===== config.mk =====
export PLATFORM = sky130hd
export DESIGN_NAME = seg_bin2bcd
export DESIGN_NICKNAME = d
export VERILOG_FILES = /design/src/rtl/seg_pkg.sv /design/src/rtl/bcd_digit_adj.sv /design/src/rtl/seg_bin2bcd.sv
export SDC_FILE = /design/constraint.sdc
export NUM_CORES = 1
export LEC_CHECK = 0
export CAP_MARGIN = 20
export CORE_UTILIZATION = 28
export CTS_CLUSTER_DIAMETER = 40
export DETAILED_ROUTE_END_ITERATION = 16
export SETUP_SLACK_MARGIN = 0.5
export SLEW_MARGIN = 10
export SYNTH_ARGS = -nofsm -noshare
export SYNTH_HDL_FRONTEND = slang
export SYNTH_HIERARCHICAL = 1
export SYNTH_SLANG_ARGS = --single-unit

===== constraint.sdc =====
create_clock -name clk -period 6.2 [get_ports clk]
set_clock_uncertainty 0.2 [all_clocks]
set_input_delay 1.24 -clock clk [delete_from_list [all_inputs] [get_ports clk]]
set_output_delay 1.24 -clock clk [all_outputs]
set_load 0.005 [all_outputs]

===== src/rtl/seg_pkg.sv =====
// Shared types and constants for the binary-to-BCD display converter.
package seg_pkg;

  typedef enum logic [1:0] {
    IDLE,
    CONV,
    LOAD
  } state_t;

  localparam int ITER       = 32;         // shift iterations, equals input width
  localparam int BCD_DIGITS = 10;         // scratch digits, enough for 4294967295
  localparam int OUT_DIGITS = 8;          // digits presented to the scan driver
  localparam int OVF_LIMIT  = 100000000;  // first value that no longer fits in 8 digits

  typedef logic [3:0] bcd_digit_t;

endpackage


===== src/rtl/bcd_digit_adj.sv =====
// Double-dabble digit correction: add 3 to a BCD digit that is 5 or more,
// so that the following left shift carries correctly into the next digit.
module bcd_digit_adj
  import seg_pkg::*;
(
  input  bcd_digit_t i_dig,
  output bcd_digit_t o_dig
);

  assign o_dig = (i_dig >= 4'd5) ? i_dig + 4'd3 : i_dig;

endmodule


===== src/rtl/seg_bin2bcd.sv =====
// Sequential 32-bit binary to 8-digit packed BCD converter feeding the
// seven-segment scan driver. One shift-add-3 step per clock; the output
// register only updates at the end of a conversion.
// Optional: define SEG_HEX_BYPASS_EN to add a hex_mode input that shows the
// raw written value (one-cycle LOAD, no conversion).
module seg_bin2bcd
  import seg_pkg::*;
(
  input  logic                      clk,
  input  logic                      rst,
  input  logic                      LEDCtrl,
  input  logic [31:0]               write_data,
`ifdef SEG_HEX_BYPASS_EN
  input  logic                      hex_mode,
`endif
  output logic [OUT_DIGITS*4-1:0]   bcd_data,
  output logic                      busy,
  output logic                      done,
  output logic                      overflow
);

  localparam int CW = $clog2(ITER);

  state_t                     r_state;
  logic [31:0]                r_shf;
  bcd_digit_t [BCD_DIGITS-1:0] r_scr;
  logic [CW-1:0]              r_cnt;
  logic                       r_hex;
  logic                       r_pend;
  logic [31:0]                r_pend_val;
  logic                       r_pend_hex;
  logic [OUT_DIGITS*4-1:0]    r_bcd;
  logic                       r_busy;
  logic                       r_done;
  logic                       r_ovf;

  logic                       w_hex;
  bcd_digit_t [BCD_DIGITS-1:0] w_adj;
  logic [BCD_DIGITS*4-1:0]    w_scr_nxt;
  logic [31:0]                w_shf_nxt;
  logic [31:0]                w_next_val;
  logic                       w_next_hex;

`ifdef SEG_HEX_BYPASS_EN
  assign w_hex = hex_mode;
`else
  assign w_hex = 1'b0;
`endif

  // Per-digit add-3 correction ahead of each shift
  for (genvar g = 0; g < BCD_DIGITS; g++) begin : g_adj
    bcd_digit_adj u_adj (
      .i_dig (r_scr[g]),
      .o_dig (w_adj[g])
    );
  end

  // {scratch, shift} moves left as one 72-bit register; the top bit of the
  // adjusted scratch falls off (it is always zero for 32-bit inputs)
  assign w_scr_nxt = (BCD_DIGITS*4)'({w_adj, r_shf[31]});
  assign w_shf_nxt = {r_shf[30:0], 1'b0};

  // At the LOAD edge a live strobe takes priority over the pending value
  assign w_next_val = LEDCtrl ? write_data : r_pend_val;
  assign w_next_hex = LEDCtrl ? w_hex      : r_pend_hex;

  // Control FSM, datapath and registered outputs
  always_ff @(posedge clk) begin
    if (!rst) begin
      r_state    <= IDLE;
      r_shf      <= '0;
      r_scr      <= '0;
      r_cnt      <= '0;
      r_hex      <= 1'b0;
      r_pend     <= 1'b0;
      r_pend_val <= '0;
      r_pend_hex <= 1'b0;
      r_bcd      <= '0;
      r_busy     <= 1'b0;
      r_done     <= 1'b0;
      r_ovf      <= 1'b0;
    end else begin
      r_done <= 1'b0;
      case (r_state)
        IDLE: begin
          if (LEDCtrl) begin
            r_shf   <= write_data;
            r_scr   <= '0;
            r_cnt   <= '0;
            r_hex   <= w_hex;
            r_busy  <= 1'b1;
            r_state <= w_hex ? LOAD : CONV;
          end
        end
        CONV: begin
          r_scr <= w_scr_nxt;
          r_shf <= w_shf_nxt;
          r_cnt <= r_cnt + 1'b1;
          if (r_cnt == CW'(ITER - 1)) r_state <= LOAD;
          // Writes during a conversion are parked; the newest one wins
          if (LEDCtrl) begin
            r_pend     <= 1'b1;
            r_pend_val <= write_data;
            r_pend_hex <= w_hex;
          end
        end
        LOAD: begin
          if (r_hex) begin
            r_bcd <= r_shf;
            r_ovf <= 1'b0;
          end else begin
            r_bcd <= r_scr[OUT_DIGITS-1:0];
            r_ovf <= |r_scr[BCD_DIGITS-1:OUT_DIGITS];
          end
          r_done <= 1'b1;
          if (LEDCtrl || r_pend) begin
            r_shf   <= w_next_val;
            r_scr   <= '0;
            r_cnt   <= '0;
            r_hex   <= w_next_hex;
            r_pend  <= 1'b0;
            r_state <= w_next_hex ? LOAD : CONV;
          end else begin
            r_busy  <= 1'b0;
            r_state <= IDLE;
          end
        end
        default: r_state <= IDLE;
      endcase
    end
  end

  assign bcd_data = r_bcd;
  assign busy     = r_busy;
  assign done     = r_done;
  assign overflow = r_ovf;

endmodule

* Word level (Yosys, flattened, before mapping)
Cells that the tools add are included.
** Operators by class
- Add/subtract/negate cells :: 11
- Order comparisons :: 10
- Eq/ne operators :: 8
- Muxes and demuxes :: 37
- Reductions and logical operators :: 11
** Operator list (number)
- 32-bit 2-to-1 mux :: 4
- 40-bit one-hot mux with 3 select lines :: 1
- 32-bit one-hot mux with 3 select lines :: 1
- 40-bit 2-to-1 mux :: 2
- 4-bit by 3-bit >= comparator with 1-bit output, second input constant :: 10
- 4-bit by 2-bit adder with 4-bit output, second input constant :: 9
- 4-bit 2-to-1 mux :: 9
- 5-bit one-hot mux with 3 select lines :: 1
- 3-bit AND reduction :: 4
- 5-bit 2-to-1 mux :: 2
- 2-bit inequality test, second input constant :: 5
- 1-bit 2-to-1 mux :: 8
- 2-bit 2-to-1 mux :: 4
- 8-bit OR reduction :: 1
- 1-bit one-hot mux with 2 select lines :: 3
- 2-bit one-hot mux with 3 select lines :: 1
- 5-bit by 1-bit adder with 5-bit output, second input constant :: 1
- 5-bit equality test, second input constant :: 1
- 2-bit nonzero test :: 2
- 3-bit by 2-bit adder with 3-bit output, second input constant :: 1
- 3-bit 2-to-1 mux :: 1
- 3-bit nonzero test :: 1
- 2-bit by 1-bit equality test with 1-bit output, second input constant :: 1
- 2-bit equality test, second input constant :: 1
- other kinds (3) :: 3
** Storage, ports and cells
- Register bits :: 149
- Output and inout port bits :: 35
- Logic and storage cells :: 98

* Logic depth before layout (Yosys ltp)
- Depth in word-level cells :: 4
- Depth in mapped cells :: 9
- Mapped depth without buffers :: 7

* Cells and area by module
Netlist, hierarchy kept.
** By module, submodules not included
- seg_bin2bcd :: instances 1, cells an instance 768, area an instance 6550.0 µm², sequential area each 2982.9 µm²
- bcd_digit_adj :: instances 10, cells an instance 16, area an instance 101.3 µm², sequential area each 0.0 µm²

* Worst setup path before layout
No wires, ideal clock.
- Path type :: input to register
- Start point :: input LEDCtrl
- End point :: register r_cnt[3]
- Setup time :: 74 ps
- Arrival :: 2522 ps
- Required time :: 5926 ps
- Slack :: 3404 ps
- Stages on the path :: 6
- Path buffers :: 2
- Cell sequence :: buf_2 -> nor3b_1 -> or3_1 -> clkbuf_1 -> or4b_1 -> a31oi_1
** On the way
- Longest elaborated chain between the ends :: 3
** RTL lines
- start: declaration :: line seg_bin2bcd.sv:11 : input logic LEDCtrl,
- 1-bit logical OR :: line seg_bin2bcd.sv:116 : if (LEDCtrl || r_pend) begin
- 2-bit inequality test (no line)
- 3-bit AND reduction (no line) *
- end signal: assignment :: line seg_bin2bcd.sv:98 : r_cnt <= r_cnt + 1'b1;
- end: declaration :: line seg_bin2bcd.sv:27 : logic [CW-1:0] r_cnt;
Every way passes the cells marked *; elsewhere a longest branch is shown, timed or not.
A chain may end at the register's enable or synchronous reset.

* Final worst setup path
- Start point :: input rst
- End point :: register r_bcd[29], in the netlist bcd_data[29]
** RTL lines
- start: declaration :: line seg_bin2bcd.sv:10 : input logic rst,
- end signal: assignment :: line seg_bin2bcd.sv:109 : r_bcd <= r_shf;
- end signal: assignment :: line seg_bin2bcd.sv:112 : r_bcd <= r_scr[OUT_DIGITS-1:0];
- end: declaration :: line seg_bin2bcd.sv:32 : logic [OUT_DIGITS*4-1:0] r_bcd;
No word-level cell between the ends.

==> flow_summary.yaml <==
floorplan:
  core_um2: 26200
  die_w_um: 166
  dieArea_um2: 27600
  initial_core_util_pct: 28.8
  die_h_um: 166
  boundaryPins: 70
  rows: 59
global_routing:
  antenna_found_initial: 0
  grt_start_max_net_pins: 105
  grt_overflow_total: 0
  grt_pass1_wl_mm: 32.0
  grt_usage_pct: 14.1
  grt_pass1_vias: 6225
detailed_routing:
  routed_wl_mm: 19.3
  drc_errors: 8
  routedWlPerCell_um: 14.9
  viasPerCell: 5.10
  drtAntennaViolNets: 0
  drt_iter0_drc: 418
  drtPass1Iterations: 11
  vias: 6599
layout:
  stdcell_count: 1294
  area_delta_synth_final_pct: 20.2
  diodes: 0
  fillers: 2687
  drive_above_1_share_pct: 9.59
  final_area_um2: 9070
  fin_nets: 1008
outcome:
  status: "finished, violations left"
  failed_checks: "design-rule violations"
cts:
  htreeDepth: 4
  cts_buffer_depth: 2
  cts_buffers: 17
  clock_latency_ps: 420
  post_cts_resized: 0
  cts_tree: "done"
  clock_sinks: 149
  ctsHoldBuffers: 0
  cts_root_buf: "clkbuf_16"
  post_cts_buffers: 0
  clkTransAtPathRegs_ps: 70
sta:
  fmax_ghz: 0.286
  finalHoldViolCount: 0
  setup_tns_ps: 0
  worst_slew_pin_slew_ps: 912
  rsz0062_at_grt: "false"
  slew_headroom_pct: 39.2
  min_period_ps: 3490
  setup_viol: 0
  finalMaxSlewViolations: 0
  fin_crit_sh_pct: 56.3
worst_setup_path:
  startpoint_type: "input pin"
  crit_type: "in -> reg"
  required_ps: 6330
  worstPathArrival_ps: 3620
  crit_path_max_fanout: 66
  crit_start: "rst"
  r2r-start: "r_state[0]"
  endpoint_kind: "flip-flop"
placement:
  dp_cells: 1260
  place_congestion: 0.717
  hpwl_mm: 11.6
  place_area_um2: 8460
  portBuffers: 69
synth:
  synth.avg_cell_area_um2: 8.16
  synth_nets: 986
  syn_inst: 924
  netlist_area_um2: 7540
  synth_warnings: 6
run:
  cap_violations: 0
worst_hold_path:
  timing.hold.worst.class: "reg -> reg"
  hp-start: "r_pend_val[12]"
power_and_ir_drop:
  powerDensity_nw_per_um2: 358
  leakage_nw: 3.00
  ir_worst_vdd_v: 0.000194
[power breakdown]
| part | internal [mW] | switching, mW |
|---|---|---|
| clock | 0.574 | 0.418 |
| combinational | 0.379 | 0.621 |
| sequential | 1.13 | 0.121 |
[worst max-delay path: stages]
cell and delay, ps:
buf_2 80, buf_4 540, clkinv_2 910, buf_4 560, a211oi_1 230
[placed cells by master, fill, tap and decap left out, drive strengths merged, types with 4 or more instances in the layout]
| master | n |
|---|---|
| nand2 | 151 |
| dfxtp | 149 |
| a21oi | 91 |
| nand3 | 77 |
| clkdlybuf4s50 | 67 |
| o21ai | 52 |
| nor2 | 46 |
| mux2i | 43 |
| a211oi | 33 |
| a221oi | 32 |
| mux2 | 31 |
| o211ai | 31 |
| inv | 27 |
| ha | 27 |
| nand2b | 21 |
| clkbuf | 21 |
| buf | 15 |
| xnor2 | 10 |
| clkinvlp | 6 |
| clkinv | 4 |
[flip-flops by register name, summed over array words and instances, names as in the netlist]
| signal | flops |
|---|---|
| bcd_data | 32 |
| busy | 1 |
| done | 1 |
| overflow | 1 |
| r_cnt | 5 |
| r_hex | 1 |
| r_pend | 1 |
| r_pend_hex | 1 |
| r_pend_val | 32 |
| r_scr | 40 |
| r_shf | 32 |
| r_state | 2 |
[metrics by stage]
stage / setup slack [ps] / hold slack [ps] / utilization (%) / power (mW)
2_1_floorplan: 3400 / 234 / - / 1.90
3_3_place_gp: 2370 / 239 / 32.2 / 2.23
3_5_place_dp: 2280 / 244 / 32.3 / 2.27
4_1_cts: 2700 / 254 / 34.4 / 3.27
5_1_grt: 2430 / 271 / 34.6 / 3.44
6_report: 2710 / 253 / 34.6 / 3.24
[layout make-up]
type | instances | area, um2 | area share (%)
Multi-Input combinational cell | 669 | 4170 | 46.0
Sequential cell | 149 | 2980 | 32.9
Timing Repair Buffer | 82 | 831 | 9.16
Clock buffer | 21 | 460 | 5.08
Tap cell | 335 | 419 | 4.62
Clock inverter | 11 | 103 | 1.13
Inverter | 27 | 103 | 1.13
[worst paths after layout]
kind / depth (start not counted) / endpoint / slack (ps)
setup / recovery: 5 / bcd_data[29] / 2710
hold / removal: 2 / r_pend_val[12] / 250
setup reg to reg: 7 / r_cnt[3] / 3010
hold reg to reg: 2 / r_pend_val[12] / 250
[layer usage]
layer	wire length, um	global-route usage (%)	share of wire, %	up-vias
li1	-	-	-	3313
met1	9310	18.8	48	3138
met2	8890	23.0	46	129
met3	845	2.60	4.4	19
met4	241	4.51	1.2	0
met5	0	0	0	-
(Power assumes the default switching activity.)
